File: src/rtl/aes_subword_issuer_pkg.sv
// Shared AES definitions for the SubWord issuer: FSM encoding and word width.
package aes_subword_issuer_pkg;

    localparam int WORD_W = 32;

    typedef enum logic [1:0] {
        IDLE  = 2'd0,
        ISSUE = 2'd1,
        DONE  = 2'd2
    } issuer_state_e;

endpackage

File: src/rtl/aes_subword_issuer.sv
// Walks a 1..4 word block through an external SubBytes unit one word at a time,
// writing each result back in place, then presents the whole block.
module aes_subword_issuer
    import aes_subword_issuer_pkg::*;
#(
    parameter int WORDS = 4
) (
    input  logic                     g_clk,
    input  logic                     g_reset,
    input  logic                     req_valid,
    output logic                     req_ready,
    input  logic                     req_dec,
    input  logic [WORD_W*WORDS-1:0]  req_state,
    output logic                     rsp_valid,
    input  logic                     rsp_ready,
    output logic [WORD_W*WORDS-1:0]  rsp_state,
    output logic                     sb_valid,
    output logic                     sb_dec,
    output logic [WORD_W-1:0]        sb_rs1,
    input  logic                     sb_ready,
    input  logic [WORD_W-1:0]        sb_rd
);

    issuer_state_e                   state;
    logic [1:0]                      idx;
    logic [WORDS-1:0][WORD_W-1:0]    wbuf;
    logic                            last;

    assign last = (idx == 2'(WORDS - 1));

    // All outputs are registered; sb_dec doubles as the captured direction.
    always_ff @(posedge g_clk) begin
        if (g_reset) begin
            state     <= IDLE;
            idx       <= 2'd0;
            wbuf      <= '0;
            req_ready <= 1'b1;
            rsp_valid <= 1'b0;
            rsp_state <= '0;
            sb_valid  <= 1'b0;
            sb_dec    <= 1'b0;
            sb_rs1    <= '0;
        end else begin
            case (state)
                IDLE: begin
                    if (req_valid) begin
                        wbuf      <= req_state;
                        sb_dec    <= req_dec;
                        idx       <= 2'd0;
                        req_ready <= 1'b0;
                        sb_valid  <= 1'b1;
                        sb_rs1    <= req_state[WORD_W-1:0];
                        state     <= ISSUE;
                    end
                end
                ISSUE: begin
                    if (sb_ready) begin
                        wbuf[idx] <= sb_rd;
                        if (last) begin
                            sb_valid  <= 1'b0;
                            sb_rs1    <= '0;
                            rsp_valid <= 1'b1;
                            // wbuf[idx] only lands next cycle, so splice sb_rd in here.
                            for (int i = 0; i < WORDS; i++)
                                rsp_state[WORD_W*i +: WORD_W] <= (idx == 2'(i)) ? sb_rd : wbuf[i];
                            state     <= DONE;
                        end else begin
                            idx    <= idx + 2'd1;
                            sb_rs1 <= wbuf[idx + 2'd1];
                        end
                    end
                end
                DONE: begin
                    if (rsp_ready) begin
                        rsp_valid <= 1'b0;
                        rsp_state <= '0;
                        req_ready <= 1'b1;
                        sb_dec    <= 1'b0;
                        idx       <= 2'd0;
                        state     <= IDLE;
                    end
                end
                default: state <= IDLE;
            endcase
        end
    end

endmodule

File: config.mk
export PLATFORM = sky130hd
export DESIGN_NAME = aes_subword_issuer
export DESIGN_NICKNAME = d
export VERILOG_FILES = /design/src/rtl/aes_subword_issuer_pkg.sv /design/src/rtl/aes_subword_issuer.sv
export SDC_FILE = /design/constraint.sdc
export NUM_CORES = 1
export LEC_CHECK = 0
export BUFFER_PORTS_ARGS = -buffer_cell sky130_fd_sc_hd__buf_2
export CORE_ASPECT_RATIO = 1.1
export CORE_UTILIZATION = 40
export DETAILED_ROUTE_END_ITERATION = 16
export PLACE_DENSITY = 0.65
export SLEW_MARGIN = 20
export SYNTH_ARGS = -nofsm -noshare
export SYNTH_HDL_FRONTEND = slang
export SYNTH_SLANG_ARGS = --single-unit
File: constraint.sdc
create_clock -name g_clk -period 1.8 [get_ports g_clk]
set_clock_uncertainty 0.05 [all_clocks]
set_input_delay 0.09 -clock g_clk [delete_from_list [all_inputs] [get_ports g_clk]]
set_output_delay 0.09 -clock g_clk [all_outputs]
set_load 0.01 [all_outputs]
# --- Word level (Yosys, flattened, before mapping) ---
# Cells that the tools add are included.
op_classes:
  n_addsub: 1
  magnitude_cmp: 3
  n_eq_ne: 10
  mux: 41
  reduce_logical: 13
ops:
  columns: ["operator", "count"]
  rows:
  - ["128-bit two-way mux", 5]
  - ["128-bit case mux with 2 select lines", 2]
  - ["32-bit two-way mux", 8]
  - ["128-bit bitwise mux", 1]
  - ["32-bit binary-select mux with 2-bit select", 1]
  - ["32-bit demux with 2-bit select", 1]
  - ["32-bit case mux with 2 select lines", 1]
  - ["2-bit two-way mux", 7]
  - ["2-bit case mux with 3 select lines", 2]
  - ["4-bit AND reduction", 3]
  - ["2-bit inequality test (second input constant)", 5]
  - ["1-bit two-way mux", 9]
  - ["1-bit case mux with 2 select lines", 4]
  - ["2-bit == test (second input constant)", 3]
  - ["2-bit by 3-bit < comparator with 1-bit output (second input constant)", 2]
  - ["3-bit AND reduction", 2]
  - ["2-bit nonzero test", 3]
  - ["5-bit AND reduction", 1]
  - ["2-bit by 1-bit == test with 1-bit output (second input constant)", 2]
  - ["2-bit zero test", 2]
  - ["3-bit nonzero test", 1]
  - ["2-bit by 1-bit adder with 2-bit output (second input constant)", 1]
  - ["2-bit by 1-bit >= comparator with 1-bit output (second input constant)", 1]
  - ["1-bit logical AND", 1]
word_totals:
  register_bits: 296
  input_bits: 166
  output_inout_bits: 164
  elab_cells: 80

# --- Depth between registers and ports, before layout ---
# Gate-level depths: netlist of the first run.
depth:
  ltp_word: 7
  depth_mapped: 8

# --- Least setup slack after synthesis of the first run ---
# OpenSTA, ideal clock, no wires.
synth_path:
  path_type: "register -> register"
  startpoint: "reg idx[0]"
  endpoint: "reg sb_rs1[30]"
  setup_time_ns: 0.119
  arrival_ns: 1.756
  slack_ns: -0.124
  stages_incl_launch_ff: 8
  n_path_buf: 2
  period_less_slack_ns: 1.924
  cell_sequence: "dfxtp_1 inv_1 ha_1 buf_2 buf_2 mux2i_1 o22ai_1 o221a_1"
synth_via:
  elab_chain_len: 6
  word_cells_on_any_way: 7
  classes_between: "add/sub (1); eq/ne (1); mux (5)"
synth_rtl:
  columns: ["item", "line_no", "rtl"]
  rows:
  - ["start, declared", "aes_subword_issuer.sv:25", "logic [1:0] idx;"]
  - ["start signal, assigned", "aes_subword_issuer.sv:68", "idx <= idx + 2'd1;"]
  - ["2-bit by 1-bit adder with 2-bit output", "aes_subword_issuer.sv:69", "sb_rs1 <= wbuf[idx + 2'd1];"]
  - ["32-bit binary-select mux with 2-bit select", "aes_subword_issuer.sv:69", null]
  - ["32-bit two-way mux (implied by the code)", "aes_subword_issuer.sv:69", null]
  - ["32-bit two-way mux *", "aes_subword_issuer.sv:59", "if (last) begin"]
  - ["32-bit two-way mux *", "aes_subword_issuer.sv:57", "if (sb_ready) begin"]
  - ["32-bit case mux with 2 select lines *", "aes_subword_issuer.sv:44", "case (state)"]
  - ["end signal, assigned", "aes_subword_issuer.sv:52", "sb_rs1 <= req_state[WORD_W-1:0];"]
  - ["end signal, assigned", "aes_subword_issuer.sv:69", null]
  - ["end, declared", "aes_subword_issuer.sv:19", "output logic [WORD_W-1:0] sb_rs1,"]
# Mark *: on every way between the ends. The rest lies on a longest branch, timed or not. The select of a mux whose other input is x is not followed.
# A chain may end at the register's enable or synchronous reset.

# --- Final worst setup path of the first run ---
layout_path:
  startpoint: "reg idx[0]"
  endpoint: "reg sb_rs1[8]"
# Same word-level chain as after synthesis.

==> flow_metrics.tcl, run 1 <==
set metrics [dict create \
    status "finished, final reports clean" \
    drc_errors 0 \
    core_area_mm2 0.0363 \
    cts_max_level 2 \
    firstDrtPassIters 5 \
    slew_headroom 0.487 \
    gp_congestion 0.858 \
    startpoint "idx[0]$_SDFFE_PP0P_" \
    pre_cts_ws_ns -0.0905 \
    track_usage 0.274 \
    clk_pin_slew_ns 0.06 \
    wl_per_cell_um 23.1 \
    synthCells 1465 \
    postSynth.asyncResetShare 0 \
    cpMostUsedCell "buf_12" \
    synth-seq-cells 296 \
    cts_tree "done" \
    ys_seq_area_frac 0.401 \
    hp-class "in -> reg" \
    drt_first_iter_violations 1142 \
    cts-root-buf "clkbuf_16" \
    via_per_inst 5.96 \
    synth_top_cell_by_area "dfxtp_1" \
    synth_edf_count 0 \
    port_buffers 329 \
    endpoint_kind "flip-flop" \
    slowest_stage "dfxtp_4" \
    grt_pass1_wl_um 80400 \
    num_vias 13981 \
    clk_path_buf_depth 3 \
    pin_count 330 \
    cp-start-kind "flip-flop" \
    critPathBufInv 3 \
    cap_violations 0 \
    synth_top_area_frac 0.401 \
    path_class "reg -> reg" \
    die_x_um 185 \
    synth_flop_cell "dfxtp_1" \
    rsz0062_at_grt "true" \
    finalWirelength_um 54200 \
    numCtsBuffers 34 \
    die_y_um 203 \
    synthTopCellsByArea "dfxtp_1 (40%), mux2i_1 (11%), a311oi_2 (6.1%), nand4b_1 (5.7%), o2bb2ai_1 (5.7%)" \
    antenna_found_initial 0 \
    power_density_mw_per_mm2 858 \
    start_util 0.407 \
    area_growth_syn_to_layout_pct 33.9 \
    max_stage_delay_ns 0.37 \
    dp.final_hpwl_um 33800 \
    cellLeakagePower_nw 7.75 \
    dieArea_mm2 0.0377 \
    nNetsFinal 2006 \
    min_period_ns 1.77 \
    worstReg2RegStart "idx[0]$_SDFFE_PP0P_" \
    cp.arrival_ns 2.13 \
    drive_above_1_share 0.299 \
    required_ns 2.16 \
    insertion_delay_ns 0.52 \
    finalSetupTns_ns 0 \
    grt_overflow 0 \
    fmax_mhz 566 \
    mostFrequentLayoutCells "buf_2 (328), dfxtp_1 (292), mux2i_1 (155)" \
    syn-num-nets 1636 \
    row_count 73 \
    yosys_warnings 0 \
    cp_max_fo 6 \
    grt_start_max_net_pins 65 \
    period_share 0.982 \
    fin_ws_ns 0.0322 \
    tightest_slew_ns 0.769 \
    n_antenna_cell 0 \
    slew_violations 0 \
    ir_drop_mv 0.603 \
    clock-sinks 296 \
    drt.antenna.violating_nets 0 \
    setup_viol 0 \
    netlist_area_mm2 0.0148 \
    final_common_cell "buf_2" \
    grt_pass1_vias 13690 \
    hold_viol 0 \
    worstPathCellList "inv_2 > ha_4 > buf_12 > buf_12 > mux2i_4 > o22ai_1 > o221a_1" \
    min_from "req_state[7]" \
    crit_family "flip-flops" \
    ys_types 46 \
    avgSynthCellArea_um2 10.1 \
]
## logic make-up (layout without fill, tap and decap cells)
family / after synthesis / in the layout / synth area share
buf+inv: 249 / 644 / 0.0826
simple gates: 353 / 353 / 0.148
compound gates: 402 / 402 / 0.256
fa+ha+maj: 5 / 5 / 0.00424
flops: 296 / 296 / 0.401
mux: 160 / 160 / 0.109
## area by class of cell
type	instances	area (um2)
clock inverter	7	68.8
tap	487	609
fill	3098	16500
clock buffer	54	1050
multi-input combinational	920	7770
sequential	296	5940
timing repair buffer	545	4180
inverter	38	143
## stage by stage
stage / util / cells / power (mW) / area [um2] / hold slack (ns)
floorplan: - / 1465 / 8.81 / 14800 / 0.205
global placement: 0.468 / 2140 / 9.64 / 17000 / 0.320
detailed placement: 0.468 / 2140 / 9.69 / 17000 / 0.327
CTS: 0.538 / 2339 / 16.9 / 19500 / 0.000650
global route: 0.545 / 2347 / 17.5 / 19800 / 0.0306
finish: 0.545 / 2347 / 17.0 / 19800 / 0.0177
## flip-flops by register name, summed over array words and instances, names as in the netlist
name / count
idx: 2
req_ready: 1
rsp_state: 128
rsp_valid: 1
sb_dec: 1
sb_rs1: 32
sb_valid: 1
state: 2
wbuf: 128
## routing by layer
layer	vias up	wire, um	track usage	part of all wire
met3	113	3760	0.0414	0.069
met5	-	0	0	0
met2	634	25500	0.447	0.47
li1	6372	-	-	-
met1	6862	23100	0.361	0.43
met4	0	1810	0.108	0.033
## power by group
group	switching [mW]	internal (mW)	leakage, nW	total [mW]
Clock	2.85	4.15	0.542	7.01
Sequential	0.267	6.87	2.42	7.14
Combinational	1.52	1.29	4.79	2.81
Total	4.64	12.3	7.75	17.0
## final timing paths
check | slack [ns] | cells after the start | endpoint
worst min-delay path | 0.02 | 4 | sb_rs1[7]$_SDFFE_PP0P_
worst max register to register | 0.03 | 7 | sb_rs1[8]$_SDFFE_PP0P_
worst min register to register | 0.41 | 1 | rsp_state[41]$_SDFFE_PP0P_
worst max-delay path | 0.03 | 7 | sb_rs1[8]$_SDFFE_PP0P_
## repair_timing
item / 4_1_cts / 5_1_grt
setup endpoints to repair: 92 / 125
gates cloned: 1 / 5
endpoints found under the hold margin: 233 / 0
setup buffers: 0 / 3
pin swaps: 1 / 7
gates resized for setup: 12 / 17
hold buffers: 137 / 0
## worst min-delay path, stage by stage
cell and delay [ns]:
buf_2 0.09, nor3b_1 0.05, o21bai_1 0.15, o221a_1 0.18
## synth_stat cells, types with 3 or more instances
library cell / n
a21oi_1: 39
a22o_1: 32
a311oi_1: 36
a311oi_2: 60
and4b_1: 3
buf_1: 34
buf_2: 76
buf_4: 4
buf_6: 23
clkbuf_1: 73
dfxtp_1: 296
ha_1: 5
inv_1: 38
mux2i_1: 160
nand2_1: 100
nand2b_1: 4
nand4b_1: 96
nor3_1: 96
nor3b_1: 32
o21ai_0: 5
o21bai_1: 33
o221a_1: 62
o22ai_1: 32
o2bb2ai_1: 96
Power figures use the tool's default switching activity.
==> run 2: changes to the inputs <==
- MAX_ROUTING_LAYER: unset -> met4
- PLACE_DENSITY: 0.65 -> unset
- PLACE_DENSITY_LB_ADDON: unset -> 0.15
==> run 2 against run 1 <==
Against the previous run:
- the flow now finishes with violations (negative setup slack)
- critical path depth decreased by 1
- worst hold slack got worse by 0.016 ns
- critical endpoint is now wbuf[71]$_SDFFE_PP0P_
- largest cell class unchanged
- setup slack got worse by 0.034 ns
- register-to-register slack got worse by 0.03 ns
- core utilization increased by 0.093 points
- first-iteration DRC count decreased by 12%
- routed wire length increased by 3.3%
- sequential power about the same
- via count decreased by 0.51%
- sequential share of layout area about the same
- cell area increased by 0.17%
==> flow_metrics.tcl, run 2 (same netlist as run 1, synthesis figures left out) <==
set metrics [dict create \
    status "finished, violations left" \
    violations "negative setup slack" \
    drive_above_1_share 0.310 \
    dp.cells 2154 \
    fin_ws_ns -0.00181 \
    grt_pass1_wl_um 83500 \
    row_count 73 \
    min_period_ns 1.80 \
    period_share 1.00 \
    fmax_mhz 555 \
    setup_viol 1 \
    p_comb_frac 0.165 \
    grt_start_max_net_pins 68 \
    clk_path_buf_depth 3 \
    finalWirelength_um 55900 \
    dp.final_hpwl_um 35600 \
    finalSetupTns_ns -0.00181 \
    cp_max_fo 5 \
    nNetsFinal 2016 \
    cellLeakagePower_nw 7.81 \
    drc_errors 0 \
    cp.arrival_ns 2.18 \
    hold_viol 0 \
    core_area_mm2 0.0363 \
    cts-root-buf "clkbuf_16" \
    pin_count 330 \
    firstDrtPassIters 6 \
    grt_overflow 0 \
    mostFrequentLayoutCells "buf_2 (328), dfxtp_1 (292), mux2i_1 (151)" \
    cp-start-kind "flip-flop" \
    power_frac_seq 0.420 \
    die_y_um 203 \
    die_x_um 185 \
    fin_total_pwr_mw 17.0 \
    grt_pass1_vias 14066 \
    drt.antenna.violating_nets 0 \
    cap_violations 0 \
    power_density_mw_per_mm2 860 \
    numCtsBuffers 34 \
    fill_cells 3324 \
    port_buffers 329 \
    pwr-share-clk 0.415 \
    tightest_slew_ns 0.789 \
    drt_first_iter_violations 1009 \
    p_sw_frac 0.274 \
    dieArea_mm2 0.0377 \
    rsz0062_at_grt "true" \
    final_common_cell "buf_2" \
    cts_tree "done" \
    clk_pin_slew_ns 0.06 \
    insertion_delay_ns 0.53 \
    via_per_inst 5.91 \
    slew_violations 0 \
    p_int_mw 12.4 \
    clock-sinks 296 \
    required_ns 2.18 \
    wl_per_cell_um 23.7 \
    start_util 0.407 \
    ir_drop_mv 0.696 \
    slew_headroom 0.474 \
    instances_no_fill 2355 \
    track_usage 0.296 \
    path_class "reg -> reg" \
    area_growth_syn_to_layout_pct 34.1 \
    cts_max_level 2 \
    num_vias 13910 \
    antenna_found_initial 1 \
    top_regs "rsp_state: 128 flops, wbuf: 128 flops, sb_rs1: 32 flops" \
    hp-class "in -> reg" \
    switchingPower_mw 4.66 \
    endpoint_kind "flip-flop" \
    gp_congestion 0.839 \
]
-- run 2: cell types whose count changed in the layout (fill, tap and decap cells not counted), moves of 2 or more --
cell	before	now
buf_4	33	49
buf_12	36	28
clkbuf_1	11	4
dlygate4sd3_1	137	131
mux2i_2	3	8
buf_6	6	10
mux2i_1	155	151
buf_8	0	3
clkinv_2	3	6
clkbuf_8	6	8
-- run 2: timing repair --
action	CTS	global route
endpoints found under the hold margin	218	0
gates cloned	1	4
setup endpoints to repair	65	98
hold buffers	131	0
gates resized for setup	15	23
pin swaps	1	11
setup buffers	0	6
-- run 2: per-stage QoR --
| step | hold WS [ns] | area, um2 | utilization | worst slack [ns] |
|---|---|---|---|---|
| after CTS | 0.00294 | 19600 | 0.539 | 0.00948 |
| after global placement | 0.325 | 17100 | 0.470 | -0.0898 |
| after detailed placement | 0.330 | 17100 | 0.470 | -0.116 |
| after floorplan | 0.205 | 14800 | - | 0.0150 |
| after global routing | 0.0249 | 19800 | 0.546 | -0.0414 |
| final | 0.00176 | 19800 | 0.546 | -0.00181 |
-- run 2: power by group through the flow --
| stage | clock, mW | combinational, mW | sequential [mW] |
|---|---|---|---|
| finish | 7.05 | 2.81 | 7.15 |
| global route | 7.40 | 3.01 | 7.18 |
| floorplan | 0 | 1.59 | 7.22 |
| global placement | 0 | 2.45 | 7.28 |
| CTS | 7.15 | 2.74 | 7.14 |
| detailed placement | 0 | 2.48 | 7.28 |
-- run 2: final timing paths --
| kind | start | endpoint | slack [ns] | cells past startpoint |
|---|---|---|---|---|
| worst max-delay path | idx[1]$_SDFFE_PP0P_ | wbuf[71]$_SDFFE_PP0P_ | -0.002 | 6 |
| worst min-delay path | g_reset | idx[1]$_SDFFE_PP0P_ | 0.002 | 4 |
| worst max register to register | idx[1]$_SDFFE_PP0P_ | wbuf[71]$_SDFFE_PP0P_ | -0.002 | 6 |
| worst min register to register | rsp_state[61]$_SDFFE_PP0P_ | rsp_state[61]$_SDFFE_PP0P_ | 0.41 | 1 |
-- run 2: cell type report --
cell class	instances	area (um2)	area share
timing repair buffer	555	4190	0.212
tap	487	609	0.0308
clock inverter	9	76.3	0.00386
antenna	1	2.50	0.000126
multi-input combinational	920	7770	0.393
inverter	38	145	0.00733
clock buffer	49	1050	0.0531
sequential	296	5940	0.300
-- run 2: worst max-delay path, stage by stage (launching register included) --
cell and delay (ns):
dfxtp_4 0.36, buf_6 0.12, ha_4 0.15, and4b_2 0.25
or2_4 0.32, buf_12 0.18, a311oi_2 0.26
-- run 2: per-layer routing --
layer | up-vias | wire length (um) | track usage
met2 | 501 | 27100 | 0.484
met1 | 6932 | 24500 | 0.382
met4 | 0 | 1490 | 0.0912
met5 | - | 0 | -
met3 | 85 | 2840 | 0.0311
li1 | 6392 | - | -
==> run 3: changes to the inputs <==
- CORE_MARGIN: unset -> 2
- CORE_UTILIZATION: 40 -> 50
==> run 3 against run 2 <==
Against the previous run:
- count of clock-buffer cells in the layout down 1
- critical endpoint is now wbuf[48]$_SDFFE_PP0P_
- final cell count fell by 5.6%
- first-iteration DRC count increased by 19%
- setup slack worse by 0.0059 ns
- register-to-register slack about the same
- core utilization rose by 13 points
- global-route usage up 3.9 points
- the flow still finishes with violations (negative setup slack)
==> flow_metrics.tcl, run 3 (same netlist as run 1, synthesis figures left out) <==
set metrics [dict create \
    dp.final_hpwl_um 32500 \
    setup_viol 2 \
    switchingPower_mw 4.52 \
    violations "negative setup slack" \
    r2r-end "wbuf[48]$_SDFFE_PP0P_" \
    min_path_cells 4 \
    drc_errors 0 \
    area_growth_syn_to_layout_pct 32.4 \
    slew_headroom 0.718 \
    fmax_mhz 553 \
    antenna_found_initial 2 \
    power_frac_seq 0.425 \
    required_ns 2.15 \
    cp_max_fo 11 \
    drive_above_1_share 0.302 \
    dpl_cell_area_mm2 0.0168 \
    min_to "wbuf[18]$_SDFFE_PP0P_" \
    finalSetupTns_ns -0.00919 \
    gp_congestion 0.834 \
    num_vias 14089 \
    clk_pin_slew_ns 0.06 \
    top_regs "rsp_state: 128 flops, wbuf: 128 flops, sb_rs1: 32 flops" \
    final_common_cell "buf_2" \
    slowest_stage "dfxtp_2" \
    port_buffers 329 \
    dieArea_mm2 0.0309 \
    hold_viol 0 \
    die_y_um 184 \
    max_stage_delay_ns 0.34 \
    cp.arrival_ns 2.16 \
    pwr-share-clk 0.410 \
    core_area_mm2 0.0289 \
    p_int_mw 12.3 \
    firstDrtPassIters 5 \
    grt_pass1_vias 14065 \
    die_x_um 168 \
    numCtsBuffers 34 \
    finalWirelength_um 53000 \
    fill_cells 2280 \
    fin_area_mm2 0.0195 \
    row_count 65 \
    fin_ws_ns -0.00772 \
    drt_first_iter_violations 1201 \
    clk_path_buf_depth 3 \
    rsz0062_at_grt "true" \
    cp-start-kind "flip-flop" \
    endpoint_kind "flip-flop" \
    critPathBufInv 2 \
    period_share 1.00 \
    rr_worst_depth 6 \
    via_per_inst 6.34 \
    grt_pass1_wl_um 79900 \
    grt_start_max_net_pins 65 \
    min_from "req_state[18]" \
    grt_overflow 0 \
    ir_drop_mv 0.585 \
    top_layer "met4" \
    mostFrequentLayoutCells "buf_2 (328), dfxtp_1 (292), mux2i_1 (158)" \
    regToRegSetupSlack_ns -0.008 \
    start_util 0.511 \
    crit_family "simple AND/OR/NAND/NOR gates" \
    cts_tree "done" \
    slew_violations 0 \
    worstPathCellList "buf_4 > ha_4 > and4b_2 > or2_4 > buf_12 > a311oi_2" \
    min_period_ns 1.81 \
    nNetsFinal 2003 \
    worstReg2RegStart "idx[0]$_SDFFE_PP0P_" \
    cts_max_level 2 \
    hp-class "in -> reg" \
    pin_count 330 \
    status "finished, violations left" \
    cts-root-buf "clkbuf_16" \
    cellLeakagePower_nw 7.77 \
    power_density_mw_per_mm2 859 \
    p_comb_frac 0.164 \
    routed-wl-met2_um 25900 \
    insertion_delay_ns 0.50 \
    cap_violations 0 \
    met1Wirelength_um 21900 \
    track_usage 0.335 \
    met3WireLength_um 3580 \
    drt.antenna.violating_nets 0 \
    path_class "reg -> reg" \
    wl_per_cell_um 23.8 \
    tightest_slew_ns 0.423 \
    p_sw_frac 0.269 \
    clock-sinks 296 \
]
[run 3: cell count changes in the layout (fill, tap and decap cells not counted), moves of 3 or more]
cell,previous run,this run
buf_6,10,7
mux2i_1,151,158
buf_12,28,32
mux2i_2,8,1
buf_8,3,0
buf_4,49,37
[run 3: tightest hold or removal path: cells and delay by family]
family | cells | cell delay, ns
buffers and inverters | 1 | 0.08
AO/OA/AOI/OAI | 2 | 0.34
AND/OR/NAND/NOR | 1 | 0.04
[run 3: routing by layer]
metal / GRT usage / vias to the layer above
met4: 0.122 / 0
li1: - / 6367
met1: 0.415 / 6942
met5: - / -
met2: 0.563 / 669
met3: 0.0427 / 111
[run 3: worst max-delay path by stage]
| stage | from | to | slack (ns) | depth (start not counted) |
|---|---|---|---|---|
| 4_1_cts | idx[1]$_SDFFE_PP0P_ | sb_rs1[4]$_SDFFE_PP0P_ | 0.001 | 6 |
| 2_1_floorplan | idx[0]$_SDFFE_PP0P_ | sb_rs1[30]$_SDFFE_PP0P_ | 0.01 | 7 |
| 3_3_place_gp | idx[0]$_SDFFE_PP0P_ | sb_rs1[31]$_SDFFE_PP0P_ | -0.07 | 5 |
| 5_1_grt | idx[0]$_SDFFE_PP0P_ | sb_rs1[30]$_SDFFE_PP0P_ | -0.04 | 7 |
| 6_report | idx[0]$_SDFFE_PP0P_ | wbuf[48]$_SDFFE_PP0P_ | -0.008 | 6 |
| 3_5_place_dp | idx[0]$_SDFFE_PP0P_ | sb_rs1[31]$_SDFFE_PP0P_ | -0.1 | 5 |
[run 3: layout make-up]
class	instances	area (um2)	share of cell area
diodes	2	5.00	0.000256
clock buffers	48	1040	0.0531
clock inverters	9	70.1	0.00359
inverters	38	143	0.00730
multi-input cells	920	7740	0.396
flip-flops and latches	296	5940	0.304
well taps	368	460	0.0236
repair buffers	542	4150	0.212
[run 3: what timing repair did]
item | 4_1_cts | 5_1_grt
gates cloned | 3 | 4
hold buffers | 131 | 0
resized for setup | 8 | 12
pin swaps | 0 | 6
setup buffers | 0 | 4
hold endpoints to repair | 211 | 0
endpoints found under the setup margin | 72 | 90
[run 3: through the flow]
| step | total power [mW] | setup WS (ns) | cells | hold WS [ns] | utilization |
|---|---|---|---|---|---|
| global placement | 9.63 | -0.0671 | 2022 | 0.332 | 0.583 |
| floorplan | 8.81 | 0.0150 | 1465 | 0.205 | - |
| detailed placement | 9.68 | -0.0986 | 2022 | 0.339 | 0.583 |
| CTS | 16.8 | 0.00141 | 2213 | 0.0130 | 0.671 |
| finish | 16.8 | -0.00772 | 2223 | 0.0297 | 0.677 |
| global route | 17.3 | -0.0448 | 2223 | 0.0524 | 0.677 |
[run 3: power by group through the flow]
stage          combinational, mW  sequential, mW  clock (mW)
2_1_floorplan               1.59            7.22           0
3_3_place_gp                2.37            7.26           0
3_5_place_dp                2.41            7.26           0
4_1_cts                     2.67            7.13        6.96
5_1_grt                     2.93            7.16        7.23
6_report                    2.76            7.14        6.89
